**config.mk**
```make
export PLATFORM = sky130hd
export DESIGN_NAME = spi_arb_flat
export DESIGN_NICKNAME = d
export VERILOG_FILES = /design/src/rtl/spi_arb_pkg.sv /design/src/rtl/spi_arb_if.sv /design/src/rtl/spi_arb_tmo.sv /design/src/rtl/spi_arb.sv /design/src/flat_wrapper.sv
export SDC_FILE = /design/constraint.sdc
export NUM_CORES = 1
export LEC_CHECK = 0
export ABC_AREA = 1
export CAP_MARGIN = 20
export CORE_ASPECT_RATIO = 1.1
export CORE_MARGIN = 2
export CORE_UTILIZATION = 25
export DETAILED_ROUTE_END_ITERATION = 12
export SYNTH_ARGS = -nofsm -noshare
export SYNTH_HDL_FRONTEND = slang
export SYNTH_SLANG_ARGS = --single-unit
```
**constraint.sdc**
```tcl
create_clock -name clk -period 1.75 [get_ports clk]
set_clock_uncertainty 0.2 [all_clocks]
set_input_delay 0.35 -clock clk [delete_from_list [all_inputs] [get_ports clk]]
set_output_delay 0.35 -clock clk [all_outputs]
set_load 0.005 [all_outputs]
```
**src/rtl/spi_arb_pkg.sv**
```systemverilog
// spi_arb_pkg: types shared by the SPI bus arbiter, its interface and benches.
//   SlaveSelect   - slave-select code driven to the SPI master (SS_NONE = idle)
//   arb_state_e   - arbiter FSM state
//   ARB_OWN_0/1   - owner index values held in the arbiter's `last` register
package spi_arb_pkg;

    localparam int unsigned SPI_DW = 16;

    typedef enum logic [2:0] {
        SS_NONE = 3'b000,
        SS_CH0  = 3'b001,
        SS_CH1  = 3'b010,
        SS_CH2  = 3'b011,
        SS_CH3  = 3'b100
    } SlaveSelect;

    typedef enum logic [1:0] {
        ARB_IDLE  = 2'd0,
        ARB_OWN0  = 2'd1,
        ARB_OWN1  = 2'd2,
        ARB_DRAIN = 2'd3
    } arb_state_e;

    localparam logic ARB_OWN_0 = 1'b0;
    localparam logic ARB_OWN_1 = 1'b1;

    // Maps an owner index onto its ownership state.
    function automatic arb_state_e own_state(input logic idx);
        return (idx == ARB_OWN_1) ? ARB_OWN1 : ARB_OWN0;
    endfunction

endpackage

```
**src/rtl/spi_arb_if.sv**
```systemverilog
// spi_arb_if: requester and SPI-master side signals of the SPI bus arbiter.
//   req0/1, wrt0/1, ss0/1, data0/1 : requester inputs
//   gnt0/1, done0/1                : per-requester grant and completion
//   wrt_SPI, ss, SPI_data, SPI_done: SPI master connection
//   busy, err                      : transfer-in-flight and error pulse
// Modport slave is the arbiter's view; master is the surrounding system.
interface spi_arb_if;
    import spi_arb_pkg::*;

    logic              req0;
    logic              req1;
    logic              wrt0;
    logic              wrt1;
    SlaveSelect        ss0;
    SlaveSelect        ss1;
    logic [SPI_DW-1:0] data0;
    logic [SPI_DW-1:0] data1;
    logic              gnt0;
    logic              gnt1;
    logic              done0;
    logic              done1;
    logic              wrt_SPI;
    SlaveSelect        ss;
    logic [SPI_DW-1:0] SPI_data;
    logic              SPI_done;
    logic              busy;
    logic              err;

    modport slave (
        input  req0, req1, wrt0, wrt1, ss0, ss1, data0, data1, SPI_done,
        output gnt0, gnt1, done0, done1, wrt_SPI, ss, SPI_data, busy, err
    );

    modport master (
        output req0, req1, wrt0, wrt1, ss0, ss1, data0, data1, SPI_done,
        input  gnt0, gnt1, done0, done1, wrt_SPI, ss, SPI_data, busy, err
    );

endinterface

```
**src/rtl/spi_arb_tmo.sv**
```systemverilog
// spi_arb_tmo: idle-owner timeout counter.
//   clk, rst_n : clock, asynchronous active-low reset
//   clr_i      : synchronous clear (takes priority over en_i)
//   en_i       : count enable
//   expire_o   : high while enabled, not cleared and the count is TMO_CYC-1
module spi_arb_tmo #(
    parameter int unsigned TMO_CYC = 1024
) (
    input  logic clk,
    input  logic rst_n,
    input  logic clr_i,
    input  logic en_i,
    output logic expire_o
);

    localparam int unsigned CW = (TMO_CYC > 2) ? $clog2(TMO_CYC) : 1;
    localparam logic [CW-1:0] CNT_LAST = CW'(TMO_CYC - 1);

    logic [CW-1:0] cnt_q;
    logic [CW-1:0] cnt_d;

    assign expire_o = en_i & ~clr_i & (cnt_q == CNT_LAST);

    always_comb begin
        cnt_d = cnt_q;
        if (clr_i) begin
            cnt_d = '0;
        end else if (en_i && !expire_o) begin
            cnt_d = cnt_q + 1'b1;
        end
    end

    always_ff @(posedge clk or negedge rst_n) begin
        if (!rst_n) begin
            cnt_q <= '0;
        end else begin
            cnt_q <= cnt_d;
        end
    end

endmodule

```
**src/rtl/spi_arb.sv**
```systemverilog
// spi_arb: two-requester arbiter in front of a single SPI master.
// Requester 0 is the command dispatcher, requester 1 the calibration/EEPROM
// loader. Ownership spans multi-transfer sequences; the owner's ss/wrt/data
// are muxed onto the master and SPI_done is routed back to it.
//   clk, rst_n : clock, asynchronous active-low reset
//   bus        : spi_arb_if.slave (requester and SPI master signals)
//   TMO_CYC    : idle cycles an owner may hold the grant before revocation
module spi_arb
    import spi_arb_pkg::*;
#(
    parameter int unsigned TMO_CYC = 1024
) (
    input  logic       clk,
    input  logic       rst_n,
    spi_arb_if.slave   bus
);

    arb_state_e        state_q, state_d;
    logic              last_q, last_d;     // owner index of the current/last grant
    logic [1:0]        blocked_q, blocked_d;
    logic              busy_q, busy_d;
    logic [1:0]        gnt_q, gnt_d;

    logic              own_st;
    logic              mux_en;
    logic              owner;
    logic              req_o;
    logic              wrt_o;
    SlaveSelect        ss_o;
    logic [SPI_DW-1:0] data_o;
    logic              accept;
    logic              collide;
    logic              tmo_clr;
    logic              tmo_exp;
    logic              revoke;
    logic              cand0, cand1;

    assign own_st = (state_q == ARB_OWN0) || (state_q == ARB_OWN1);
    assign mux_en = own_st || (state_q == ARB_DRAIN);
    assign owner  = last_q;

    assign req_o  = (owner == ARB_OWN_1) ? bus.req1  : bus.req0;
    assign wrt_o  = (owner == ARB_OWN_1) ? bus.wrt1  : bus.wrt0;
    assign ss_o   = (owner == ARB_OWN_1) ? bus.ss1   : bus.ss0;
    assign data_o = (owner == ARB_OWN_1) ? bus.data1 : bus.data0;

    // A completing transfer frees the master in the same cycle, so a wrt
    // coinciding with SPI_done is accepted back-to-back.
    assign accept  = own_st & wrt_o & (~busy_q | bus.SPI_done);
    assign collide = own_st & wrt_o & busy_q & ~bus.SPI_done;

    // Counter only runs while an owner sits idle; leaving OWNx clears it,
    // which also covers the clear-on-entry since OWNx is only entered from IDLE.
    assign tmo_clr = ~own_st | wrt_o | busy_q;

    spi_arb_tmo #(.TMO_CYC(TMO_CYC)) u_tmo (
        .clk      (clk),
        .rst_n    (rst_n),
        .clr_i    (tmo_clr),
        .en_i     (own_st),
        .expire_o (tmo_exp)
    );

    // A voluntary release in the expiry cycle is not treated as a timeout.
    assign revoke = tmo_exp & req_o;

    assign cand0 = bus.req0 & ~blocked_q[0];
    assign cand1 = bus.req1 & ~blocked_q[1];

    always_comb begin
        busy_d = busy_q;
        if (accept) begin
            busy_d = 1'b1;
        end else if (bus.SPI_done) begin
            busy_d = 1'b0;
        end
    end

    always_comb begin
        state_d   = state_q;
        last_d    = last_q;
        blocked_d = blocked_q & {bus.req1, bus.req0};
        case (state_q)
            ARB_IDLE: begin
                if (cand0 && cand1) begin
                    last_d  = ~last_q;
                    state_d = own_state(~last_q);
                end else if (cand0) begin
                    last_d  = ARB_OWN_0;
                    state_d = ARB_OWN0;
                end else if (cand1) begin
                    last_d  = ARB_OWN_1;
                    state_d = ARB_OWN1;
                end
            end
            ARB_OWN0, ARB_OWN1: begin
                if (!req_o) begin
                    state_d = busy_d ? ARB_DRAIN : ARB_IDLE;
                end else if (revoke) begin
                    state_d = ARB_IDLE;
                    if (owner == ARB_OWN_1) begin
                        blocked_d[1] = 1'b1;
                    end else begin
                        blocked_d[0] = 1'b1;
                    end
                end
            end
            ARB_DRAIN: begin
                if (!busy_q || bus.SPI_done) begin
                    state_d = ARB_IDLE;
                end
            end
            default: state_d = ARB_IDLE;
        endcase
        gnt_d = {state_d == ARB_OWN1, state_d == ARB_OWN0};
    end

    always_ff @(posedge clk or negedge rst_n) begin
        if (!rst_n) begin
            state_q   <= ARB_IDLE;
            last_q    <= ARB_OWN_1;
            blocked_q <= '0;
            busy_q    <= 1'b0;
            gnt_q     <= '0;
        end else begin
            state_q   <= state_d;
            last_q    <= last_d;
            blocked_q <= blocked_d;
            busy_q    <= busy_d;
            gnt_q     <= gnt_d;
        end
    end

    assign bus.gnt0     = gnt_q[0];
    assign bus.gnt1     = gnt_q[1];
    assign bus.wrt_SPI  = accept;
    assign bus.ss       = mux_en ? ss_o : SS_NONE;
    assign bus.SPI_data = mux_en ? data_o : '0;
    assign bus.done0    = mux_en & (owner == ARB_OWN_0) & bus.SPI_done;
    assign bus.done1    = mux_en & (owner == ARB_OWN_1) & bus.SPI_done;
    assign bus.busy     = busy_q;
    assign bus.err      = collide | revoke;

endmodule

```
**src/flat_wrapper.sv**
```systemverilog
// flat-port wrapper written by rule: the top's interface ports become plain ports
module spi_arb_flat import spi_arb_pkg::*;
#(
    parameter int unsigned TMO_CYC = 1024
)
  (clk, rst_n, bus_req0, bus_req1, bus_wrt0, bus_wrt1, bus_ss0, bus_ss1, bus_data0, bus_data1, bus_SPI_done, bus_gnt0, bus_gnt1, bus_done0, bus_done1, bus_wrt_SPI, bus_ss, bus_SPI_data, bus_busy, bus_err);
  spi_arb_if bus_i ();
  input  logic clk;
  input  logic rst_n;
  input wire logic [$bits(bus_i.req0)-1:0] bus_req0;
  input wire logic [$bits(bus_i.req1)-1:0] bus_req1;
  input wire logic [$bits(bus_i.wrt0)-1:0] bus_wrt0;
  input wire logic [$bits(bus_i.wrt1)-1:0] bus_wrt1;
  input wire logic [$bits(bus_i.ss0)-1:0] bus_ss0;
  input wire logic [$bits(bus_i.ss1)-1:0] bus_ss1;
  input wire logic [$bits(bus_i.data0)-1:0] bus_data0;
  input wire logic [$bits(bus_i.data1)-1:0] bus_data1;
  input wire logic [$bits(bus_i.SPI_done)-1:0] bus_SPI_done;
  output wire logic [$bits(bus_i.gnt0)-1:0] bus_gnt0;
  output wire logic [$bits(bus_i.gnt1)-1:0] bus_gnt1;
  output wire logic [$bits(bus_i.done0)-1:0] bus_done0;
  output wire logic [$bits(bus_i.done1)-1:0] bus_done1;
  output wire logic [$bits(bus_i.wrt_SPI)-1:0] bus_wrt_SPI;
  output wire logic [$bits(bus_i.ss)-1:0] bus_ss;
  output wire logic [$bits(bus_i.SPI_data)-1:0] bus_SPI_data;
  output wire logic [$bits(bus_i.busy)-1:0] bus_busy;
  output wire logic [$bits(bus_i.err)-1:0] bus_err;
  assign bus_i.req0 = bus_req0;
  assign bus_i.req1 = bus_req1;
  assign bus_i.wrt0 = bus_wrt0;
  assign bus_i.wrt1 = bus_wrt1;
  assign bus_i.ss0 = bus_ss0;
  assign bus_i.ss1 = bus_ss1;
  assign bus_i.data0 = bus_data0;
  assign bus_i.data1 = bus_data1;
  assign bus_i.SPI_done = bus_SPI_done;
  assign bus_gnt0 = bus_i.gnt0;
  assign bus_gnt1 = bus_i.gnt1;
  assign bus_done0 = bus_i.done0;
  assign bus_done1 = bus_i.done1;
  assign bus_wrt_SPI = bus_i.wrt_SPI;
  assign bus_ss = bus_i.ss;
  assign bus_SPI_data = bus_i.SPI_data;
  assign bus_busy = bus_i.busy;
  assign bus_err = bus_i.err;
  spi_arb #(.TMO_CYC(TMO_CYC)) u_core (.clk(clk), .rst_n(rst_n), .bus(bus_i));
endmodule
```
==> flow_metrics.tcl <==
set metrics [dict create \
    yosys-top-cells-area "dfrtp_1 31%, nand2_1 18%, a21oi_1 9.8%" \
    overflow 0 \
    row_count 28 \
    synth_area_um2 1380 \
    r2r_start "u_core.last_q$_DFFE_PN1P_" \
    finish.instance_area_um2 2900 \
    yosys.area.top_type "dfrtp_1" \
    ys_types 26 \
    rrSetupSlack_ns -0.24 \
    final_nets 378 \
    n_antenna_cell 0 \
    cp-start-kind "flip-flop" \
    p_clk_share_pct 9.0 \
    crit_family "flip-flops" \
    htree_levels 1 \
    drv_cap 0 \
    ioPinCount 71 \
    avgSynthCellArea_um2 6.69 \
    place_area_um2 2470 \
    slowest_delay_ns 0.59 \
    violations "negative setup slack" \
    cts_hold_buf 0 \
    finalHoldViolCount 0 \
    cp_num_cells 10 \
    cts-root-buf "clkbuf_8" \
    final_cells 403 \
    synth_top_cell_area_share_pct 30.7 \
    cts_made_buffers 3 \
    startpoint "u_core.last_q$_DFFE_PN1P_" \
    slew_violations 0 \
    p_leak_nw 1.38 \
    critical_path_class "flip-flop to output pin" \
    vias 1789 \
    yosysMostFrequentCell "nand2_1" \
    synth-async-reset-ratio_pct 100 \
    port_buffers 70 \
    dp_hpwl_mm 3.58 \
    gp_congestion 0.822 \
    slowest_stage "dfstp_2" \
    end_kind "output pin" \
    status "finished, violations left" \
    cts_tree "yes" \
    hp-class "input port to asynchronous set/reset pin" \
    netlist_instances 207 \
    setup_violations 36 \
    dieArea_um2 6150 \
    critPathCapture "bus_err" \
    ant_nets 0 \
    die_h_um 82.0 \
    fin_ws_ns -0.386 \
    maxSlewHeadroom_pct 83.1 \
    path_clk_slew_ns 0.08 \
    ys_ff_latch 18 \
    ys_seq_area_share_pct 32.6 \
    clock_sinks 18 \
    syn-num-nets 256 \
    yosysWarnings 0 \
    internal-power_mw 2.25 \
    grt_pass1_wl_mm 7.78 \
    total_power_mw 3.92 \
    crit_buf_inv 4 \
    drive_above_1_share_pct 47.3 \
    ff2ff_path_depth 15 \
    antenna_found_initial 0 \
    fmaxAchievable_mhz 468 \
    synth-edff-count 0 \
    synth_ff_type "dfrtp_1" \
    path_cells "buf_12 -> buf_12 -> inv_8 -> nand2_8 -> nand2_4 -> nand2_4 -> nor2_8 -> nand3_4 -> o21ai_2 -> buf_2" \
    pre_cts_slack_ns -0.641 \
    peakVddDrop_v 0.000848 \
    p_per_area_nw_per_um2 1350 \
    netlist_top_cells_count "67 x nand2_1, 27 x a21oi_1, 27 x inv_1, 17 x dfrtp_1, 10 x nand3_1" \
    first_iter_violations 60 \
    fp.dieW_um 74.9 \
    rsz0062_at_grt "true" \
    min_period_over_period_pct 122 \
    cp.arrival_ns 1.59 \
    p_seq_share_pct 14.6 \
    wl_per_cell_um 12.6 \
    vias_per_cell 4.44 \
    cts_buffer_depth 2 \
    dp_cells 382 \
    first_global_vias 1854 \
    final.min_clock_period_ns 2.14 \
    worst_pin_slew_ns 0.252 \
    grtUsageTotal_pct 16.2 \
    worstSkewPairLatency_ns 0.26 \
    start_util_pct 25.8 \
    wl_mm 5.08 \
    fp.coreArea_um2 5360 \
    cp_data_required_time_ns 1.20 \
    swShare_pct 42.6 \
    p_comb_share_pct 76.4 \
    worstReg2RegEnd "u_core.gnt_q[0]$_DFF_PN0_" \
    areaGrowthSynthToFinish_pct 109 \
    drc 0 \
    firstDrtPassIters 4 \
    switchingPower_mw 1.67 \
    grt_max_degree 23 \
    whs_ns 0.228 \
    cp_max_fo 3 \
]
[worst min path at each step]
stage | startpoint | endpoint | depth (start not counted)
after floorplan | rst_n | u_core.blocked_q[0]$_DFF_PN0_ | 0
after global placement | u_core.u_tmo.cnt_q[9]$_DFFE_PN0P_ | u_core.u_tmo.cnt_q[9]$_DFFE_PN0P_ | 1
after detailed placement | u_core.u_tmo.cnt_q[9]$_DFFE_PN0P_ | u_core.u_tmo.cnt_q[9]$_DFFE_PN0P_ | 1
after CTS | rst_n | u_core.u_tmo.cnt_q[6]$_DFFE_PN0P_ | 2
after global routing | rst_n | u_core.u_tmo.cnt_q[3]$_DFFE_PN0P_ | 2
final | rst_n | u_core.u_tmo.cnt_q[6]$_DFFE_PN0P_ | 2
[state kept, by name, indices dropped and copies added, names as in the netlist]
| name | count |
|---|---|
| u_core.u_tmo.cnt_q | 10 |
| u_core.blocked_q | 2 |
| u_core.bus.busy | 1 |
| u_core.last_q | 1 |
| u_core.gnt_q | 2 |
| u_core.state_q | 2 |
[metal layers]
layer  GRT usage (%)  part of all wire, %  vias up
met5               0                    0        -
met4            4.64                 0.71        0
met3            2.45                  5.3        4
met2            31.0                   56       71
met1            18.2                   38      813
li1                -                    -      901
[cells in the final DEF (no fill, tap or decap), drive strengths merged]
master,instances
a21oi,27
a31oi,2
buf,70
clkbuf,9
clkdlybuf4s15,1
clkdlybuf4s50,46
clkinvlp,2
dfrtp,17
dfstp,1
dlygate4sd2,1
ha,4
inv,28
nand2,76
nand3,11
nand4,1
nor2,12
nor3,5
o21a,1
o21ai,10
o31ai,3
xor2,1
[layout make-up]
class / instances / area [um2]
multi-input cells: 153 / 1060
repair buffers: 123 / 1110
well taps: 75 / 93.8
repair inverters: 1 / 7.51
fillers: 523 / 2460
clock buffers: 4 / 55.1
flip-flops and latches: 18 / 452
inverters: 29 / 120
[metrics by stage]
stage	TNS, ns	utilization (%)
2_1_floorplan	-0.0336	-
4_1_cts	-8.28	50.4
5_1_grt	-10.27	54.1
3_3_place_gp	-12.11	46.1
6_report	-8.18	54.1
3_5_place_dp	-12.52	46.1
[power by group through the flow]
stage,combinational [mW],sequential [mW],clock (mW)
floorplan,1.05,0.570,0
global placement,2.29,0.598,0
detailed placement,2.28,0.602,0
CTS,2.63,0.571,0.366
global route,3.24,0.582,0.376
finish,2.99,0.571,0.354
[what timing repair did]
item	in CTS	in global routing
endpoints found under the setup margin	40	39
gates cloned	1	3
resized for setup	131	37
pin swaps	12	16
buffers inserted	11	6
hold endpoints to repair	0	0
[cell families after synthesis]
group           count (synthesis)  share of synthesized area (%)
simple gates                  105                           36.0
compound gates                 43                           16.5
buf+inv                        36                           10.7
flops                          18                           32.6
fa+ha+maj                       4                           3.62
xor+xnor                        1                          0.633
(Power assumes the default switching activity.)
